## config.mk

```make
export PLATFORM = sky130hd
export DESIGN_NAME = inst_queue
export DESIGN_NICKNAME = d
export VERILOG_FILES = /design/src/rtl/inst_queue_pkg.sv /design/src/rtl/inst_queue_mem.sv /design/src/rtl/inst_queue.sv
export SDC_FILE = /design/constraint.sdc
export NUM_CORES = 1
export LEC_CHECK = 0
export BUFFER_PORTS_ARGS = -buffer_cell sky130_fd_sc_hd__buf_2
export CAP_MARGIN = 20
export CORE_MARGIN = 2
export CORE_UTILIZATION = 41
export DETAILED_ROUTE_END_ITERATION = 10
export GPL_TIMING_DRIVEN = 0
export PLACE_DENSITY_LB_ADDON = 0.08
export SETUP_SLACK_MARGIN = 0.15
export SLEW_MARGIN = 0
export SYNTH_ARGS = -nofsm -noshare
export SYNTH_HDL_FRONTEND = slang
export SYNTH_SLANG_ARGS = --single-unit
```

## constraint.sdc

```tcl
create_clock -name clk -period 2.65 [get_ports clk]
set_input_delay 0.265 -clock clk [delete_from_list [all_inputs] [get_ports clk]]
set_output_delay 0.265 -clock clk [all_outputs]
set_load 0.01 [all_outputs]
```

## src/rtl/inst_queue_pkg.sv

```systemverilog
// inst_queue_pkg -- shared defines for the instruction queue.
//   INST_ADDR_W / INST_W : InstAddrBus / InstBus widths
//   NOP_ADDR / NOP_INST  : values driven on id_* when nothing is valid
//   DEFAULT_DEPTH        : default queue depth (power of two, >= 2)
package inst_queue_pkg;

  localparam int INST_ADDR_W   = 32;
  localparam int INST_W        = 32;
  localparam int ENTRY_W       = INST_ADDR_W + INST_W;
  localparam int DEFAULT_DEPTH = 4;

  localparam logic [INST_ADDR_W-1:0] NOP_ADDR = 32'h0000_0000;
  localparam logic [INST_W-1:0]      NOP_INST = 32'h0000_0000;

  typedef struct packed {
    logic [INST_ADDR_W-1:0] pc;
    logic [INST_W-1:0]      inst;
  } iq_entry_t;

endpackage

```

## src/rtl/inst_queue_mem.sv

```systemverilog
// inst_queue_mem -- DEPTH x 64-bit register file holding {pc, inst} pairs.
//   clk   : clock
//   we    : write enable (synchronous write on rising edge)
//   waddr : write index
//   wdata : entry to store
//   raddr : read index (asynchronous read)
//   rdata : entry at raddr
// Contents are deliberately not reset; occupancy tracking lives in the parent.
module inst_queue_mem
  import inst_queue_pkg::*;
#(
  parameter int DEPTH = DEFAULT_DEPTH,
  parameter int PTR_W = $clog2(DEPTH)
) (
  input  logic             clk,
  input  logic             we,
  input  logic [PTR_W-1:0] waddr,
  input  iq_entry_t        wdata,
  input  logic [PTR_W-1:0] raddr,
  output iq_entry_t        rdata
);

  iq_entry_t mem_q [DEPTH];

  always_ff @(posedge clk) begin
    if (we) mem_q[waddr] <= wdata;
  end

  assign rdata = mem_q[raddr];

endmodule

```

## src/rtl/inst_queue.sv

```systemverilog
// inst_queue -- circular instruction queue between fetch and decode.
//   clk, rst             : clock, synchronous active-high reset
//   if_valid/if_pc/if_inst/if_ready : fetch-side push handshake
//   flush                : drop everything queued and the incoming instruction
//   id_valid/id_pc/id_inst/id_ready : decode-side pop handshake (NOP when !id_valid)
//   count                : occupancy 0..DEPTH
// Optional macro INST_QUEUE_BYPASS_EN: when empty, the fetch instruction is
// forwarded combinationally to id_*; if decode takes it, it is never stored.
// Default build has no if_* -> id_* combinational path (one-cycle latency).
module inst_queue
  import inst_queue_pkg::*;
#(
  parameter int DEPTH = DEFAULT_DEPTH
) (
  input  logic                    clk,
  input  logic                    rst,
  input  logic                    if_valid,
  input  logic [INST_ADDR_W-1:0]  if_pc,
  input  logic [INST_W-1:0]       if_inst,
  output logic                    if_ready,
  input  logic                    flush,
  output logic                    id_valid,
  output logic [INST_ADDR_W-1:0]  id_pc,
  output logic [INST_W-1:0]       id_inst,
  input  logic                    id_ready,
  output logic [$clog2(DEPTH):0]  count
);

  localparam int PTR_W = $clog2(DEPTH);
  localparam int CNT_W = PTR_W + 1;

  logic [PTR_W-1:0] wr_ptr_q, wr_ptr_d;
  logic [PTR_W-1:0] rd_ptr_q, rd_ptr_d;
  logic [CNT_W-1:0] count_q,  count_d;

  logic      empty, full;
  logic      push, pop;
  logic      mem_we, mem_re;
  logic      bypass;
  iq_entry_t rd_entry, wr_entry;

  assign empty = (count_q == '0);
  assign full  = (count_q == CNT_W'(DEPTH));

  // Full blocks pushes even if a pop frees a slot this cycle: keeps if_ready
  // independent of id_ready.
  assign if_ready = !rst && !full;

`ifdef INST_QUEUE_BYPASS_EN
  assign bypass = !rst && empty && if_valid && !flush;
`else
  assign bypass = 1'b0;
`endif

  assign id_valid = !rst && (!empty || bypass);

  assign push = if_valid && if_ready && !flush;
  assign pop  = id_valid && id_ready && !flush;

  // A bypassed instruction consumed by decode this cycle is never stored;
  // pops only touch storage when there is something in it.
  assign mem_we = push && !(bypass && id_ready);
  assign mem_re = pop && !empty;

  assign wr_entry = '{pc: if_pc, inst: if_inst};

  inst_queue_mem #(.DEPTH(DEPTH), .PTR_W(PTR_W)) u_mem (
    .clk   (clk),
    .we    (mem_we),
    .waddr (wr_ptr_q),
    .wdata (wr_entry),
    .raddr (rd_ptr_q),
    .rdata (rd_entry)
  );

  always_comb begin
    wr_ptr_d = wr_ptr_q;
    rd_ptr_d = rd_ptr_q;
    count_d  = count_q;
    if (flush) begin
      wr_ptr_d = '0;
      rd_ptr_d = '0;
      count_d  = '0;
    end else begin
      // Power-of-two depth: pointer overflow is the wrap DEPTH-1 -> 0.
      if (mem_we) wr_ptr_d = wr_ptr_q + PTR_W'(1);
      if (mem_re) rd_ptr_d = rd_ptr_q + PTR_W'(1);
      case ({mem_we, mem_re})
        2'b10:   count_d = count_q + CNT_W'(1);
        2'b01:   count_d = count_q - CNT_W'(1);
        default: count_d = count_q;
      endcase
    end
  end

  always_ff @(posedge clk) begin
    if (rst) begin
      wr_ptr_q <= '0;
      rd_ptr_q <= '0;
      count_q  <= '0;
    end else begin
      wr_ptr_q <= wr_ptr_d;
      rd_ptr_q <= rd_ptr_d;
      count_q  <= count_d;
    end
  end

  always_comb begin
    id_pc   = NOP_ADDR;
    id_inst = NOP_INST;
    if (id_valid) begin
      if (empty) begin
        id_pc   = if_pc;
        id_inst = if_inst;
      end else begin
        id_pc   = rd_entry.pc;
        id_inst = rd_entry.inst;
      end
    end
  end

  assign count = count_q;

endmodule

```

==> results.toml <==
[power]
p_comb_share_pct = 3.0
switching_share_pct = 17.9
intPower_uw = 7630
leakage_uw = 0.00461
switchingPower_uw = 1670
power_frac_seq_pct = 49.9
clkPwrFrac_pct = 47.0
powerDensity_nw_per_um2 = 710
finalPower_uw = 9300
ir_worst_vdd_mv = 0.520

[logic_synthesis]
synth_seq_cells = 265
synth_ff_type = "edfxtp_1"
yosysUniqueCellTypes = 28
netlist_area_um2 = 10200
syn-num-nets = 535
netlist_top_cells_count = "edfxtp_1 (256), and2_1 (64), mux4_2 (61)"
synth_cells = 460
ys_seq_area_share_pct = 77.4
synth_top_area_share_pct = 75.6
synth.most_common_cell = "edfxtp_1"
yosys.area.top_type = "edfxtp_1"
synth-edff-count = 256
yosysWarnings = 0
post_synth.cell_area_avg_um2 = 22.1
synth.area.top_cells = "edfxtp_1 (76%), mux4_2 (14%), and2_1 (3.9%), dfxtp_1 (1.8%), mux4_1 (0.78%)"
async_flop_share_pct = 0

[grt]
grt.total_usage_pct = 15.3
grt_max_degree = 38
grt_overflow = 0
grt_pass1_vias = 5528
grt_first_pass_wirelength_mm = 30.6
antenna_found_initial = 0

[setup_path]
reg2reg_depth = 9
cp-endpoint = "id_pc[14]"
r2r-start = "count[2]$_SDFFE_PP0P_"
r2r_slack_ps = 240
rr_endpoint = "count[2]$_SDFFE_PP0P_"
end_kind = "primary output"
cp.required_ps = 2380
critPathMaxFanout = 10
critical_path_arrival_ps = 2150
crit_type = "flip-flop to primary output"
worstSetupStartpointType = "flip-flop"

[detailed_routing]
wl_per_cell_um = 18.8
drc = 0
wl_met3_um = 936
wl_met1_mm = 8.33
wl_met2_mm = 9.98
drtPass1Iterations = 6
wirelength_mm = 19.5
vias = 5084
via_per_inst = 4.88
highest_layer = "met4"
first_iter_violations = 252
ant_nets = 0

[timing]
period_needed_ps = 2420
timing.fmax_mhz = 414
worst_pin_slew_ps = 596
report.final.slew_viol_count = 0
final-hold-violation-count = 0
fin_tns_setup_ps = 0
post-route-period-util_pct = 91.2
setup_violations = 0
max_slew_margin_pct = 60.3
clock-skew-final_ps = 6.57
holdWs_ps = 43.4
grt_setup_unrepaired = "yes"

[placement]
gp_congestion = 0.765
numPortBuffers = 137
dp_cells = 925
dp_hpwl_mm = 11.7

[layout]
drive_above_1_share_pct = 39.3
antenna_cells = 0
final_util_pct = 53.9
syn2layout_area_growth_pct = 28.9
stdcell_count = 1041
fillers = 1951
final_nets = 770

[floorplan]
die_x_um = 161
start_util_pct = 41.8
rows = 57
ioPinCount = 138
die_area_um2 = 26100
core_area_um2 = 24300
die_y_um = 161

[cts]
clkSlewWorstSetupHoldPaths_ps = 60
numClockSinks = 265
cts_buffers = 28
cts_buffer_depth = 3
insertion_delay_ps = 530
tritoncts = "done"
cts-root-buf = "clkbuf_16"
htreeDepth = 1

[job]
drv_cap = 0

[hold_path]
hp-class = "input port to flip-flop"

[outcome]
status = "complete, no violations"
[logic make-up (layout without fill, tap and decap cells)]
family	after synthesis	count (layout)	synth area share, %
AOI/OAI and AO/OA	7	7	0.431
buffers and inverters	27	284	1.65
adders and majority gates	6	6	0.812
DFF	265	265	77.4
muxes	64	64	14.3
xor gates and xnor gates	4	4	0.344
and+or+nand+nor	87	87	5.12
[critical path, cell delays in order (launching register included)]
cell and delay (ps):
dfxtp_1 320, clkbuf_2 280, buf_2 360, mux4_2 340
and2_1 180, buf_2 140
[placed cells by master (no fill, tap or decap), types with 5 or more instances in the layout]
| cell | netlist | layout |
|---|---|---|
| edfxtp_1 | 256 | 256 |
| buf_2 | 6 | 140 |
| and2_1 | 64 | 64 |
| dlygate4sd3_1 | 0 | 64 |
| mux4_2 | 61 | 61 |
| clkbuf_16 | 0 | 29 |
| nor2_1 | 9 | 9 |
| clkinv_2 | 0 | 8 |
| bufinv_16 | 0 | 8 |
| buf_6 | 6 | 7 |
| dfxtp_1 | 9 | 6 |
| inv_1 | 5 | 5 |
| clkbuf_4 | 0 | 5 |
[flip-flops by register name, indices dropped and copies added, names as in the netlist, named ones only]
register     count
count            3
rd_ptr_q         2
u_mem.mem_q    256
wr_ptr_q         2
[cell type report]
type / count / area (µm²) / share of cell area (%)
Buffer: 22 / 174 / 1.33
Clock buffer: 33 / 771 / 5.88
Clock inverter: 19 / 295 / 2.25
Inverter: 5 / 18.8 / 0.143
Multi-Input combinational cell: 168 / 2160 / 16.5
Sequential cell: 265 / 7870 / 60.0
Tap cell: 324 / 405 / 3.09
Timing Repair Buffer: 205 / 1410 / 10.8
[power groups by stage]
stage	sequential (µW)	combinational, µW	clock (µW)
2_1_floorplan	4730	80.2	0
3_3_place_gp	4730	189	0
3_5_place_dp	4740	209	0
4_1_cts	4650	287	4480
5_1_grt	4650	311	4640
6_report	4650	283	4380
[timing repair]
item	4_1_cts	5_1_grt
endpoints found under the hold margin	256	0
hold buffers	64	0
gates resized for setup	6	14
endpoints found under the setup margin	52	61
pin swaps	0	0
buffers inserted	0	0
[layer usage]
layer | global-route usage, % | vias to the layer above
met5 | 0 | -
met4 | 3.65 | 0
met3 | 2.98 | 29
met2 | 26.7 | 120
met1 | 19.9 | 2592
li1 | - | 2343
[stage by stage]
step	cell area [µm²]	setup slack (ps)
after global placement	11300	-150
after detailed placement	11400	200
after global routing	13100	122
after CTS	13100	143
final	13100	234
after floorplan	10200	363
[how the worst min path moves through the flow]
stage	start	end	slack, ps	cells past startpoint
finish	if_valid	wr_ptr_q[0]$_SDFFE_PP0P_	40	3
global route	if_valid	wr_ptr_q[0]$_SDFFE_PP0P_	50	3
CTS	if_valid	wr_ptr_q[0]$_SDFFE_PP0P_	30	3
detailed placement	if_inst[8]	u_mem.mem_q[3][8]$_DFFE_PP_	480	1
global placement	if_pc[29]	u_mem.mem_q[0][61]$_DFFE_PP_	470	1
floorplan	if_inst[0]	u_mem.mem_q[0][0]$_DFFE_PP_	360	0
Note: power is estimated with default switching activity, not from simulation.
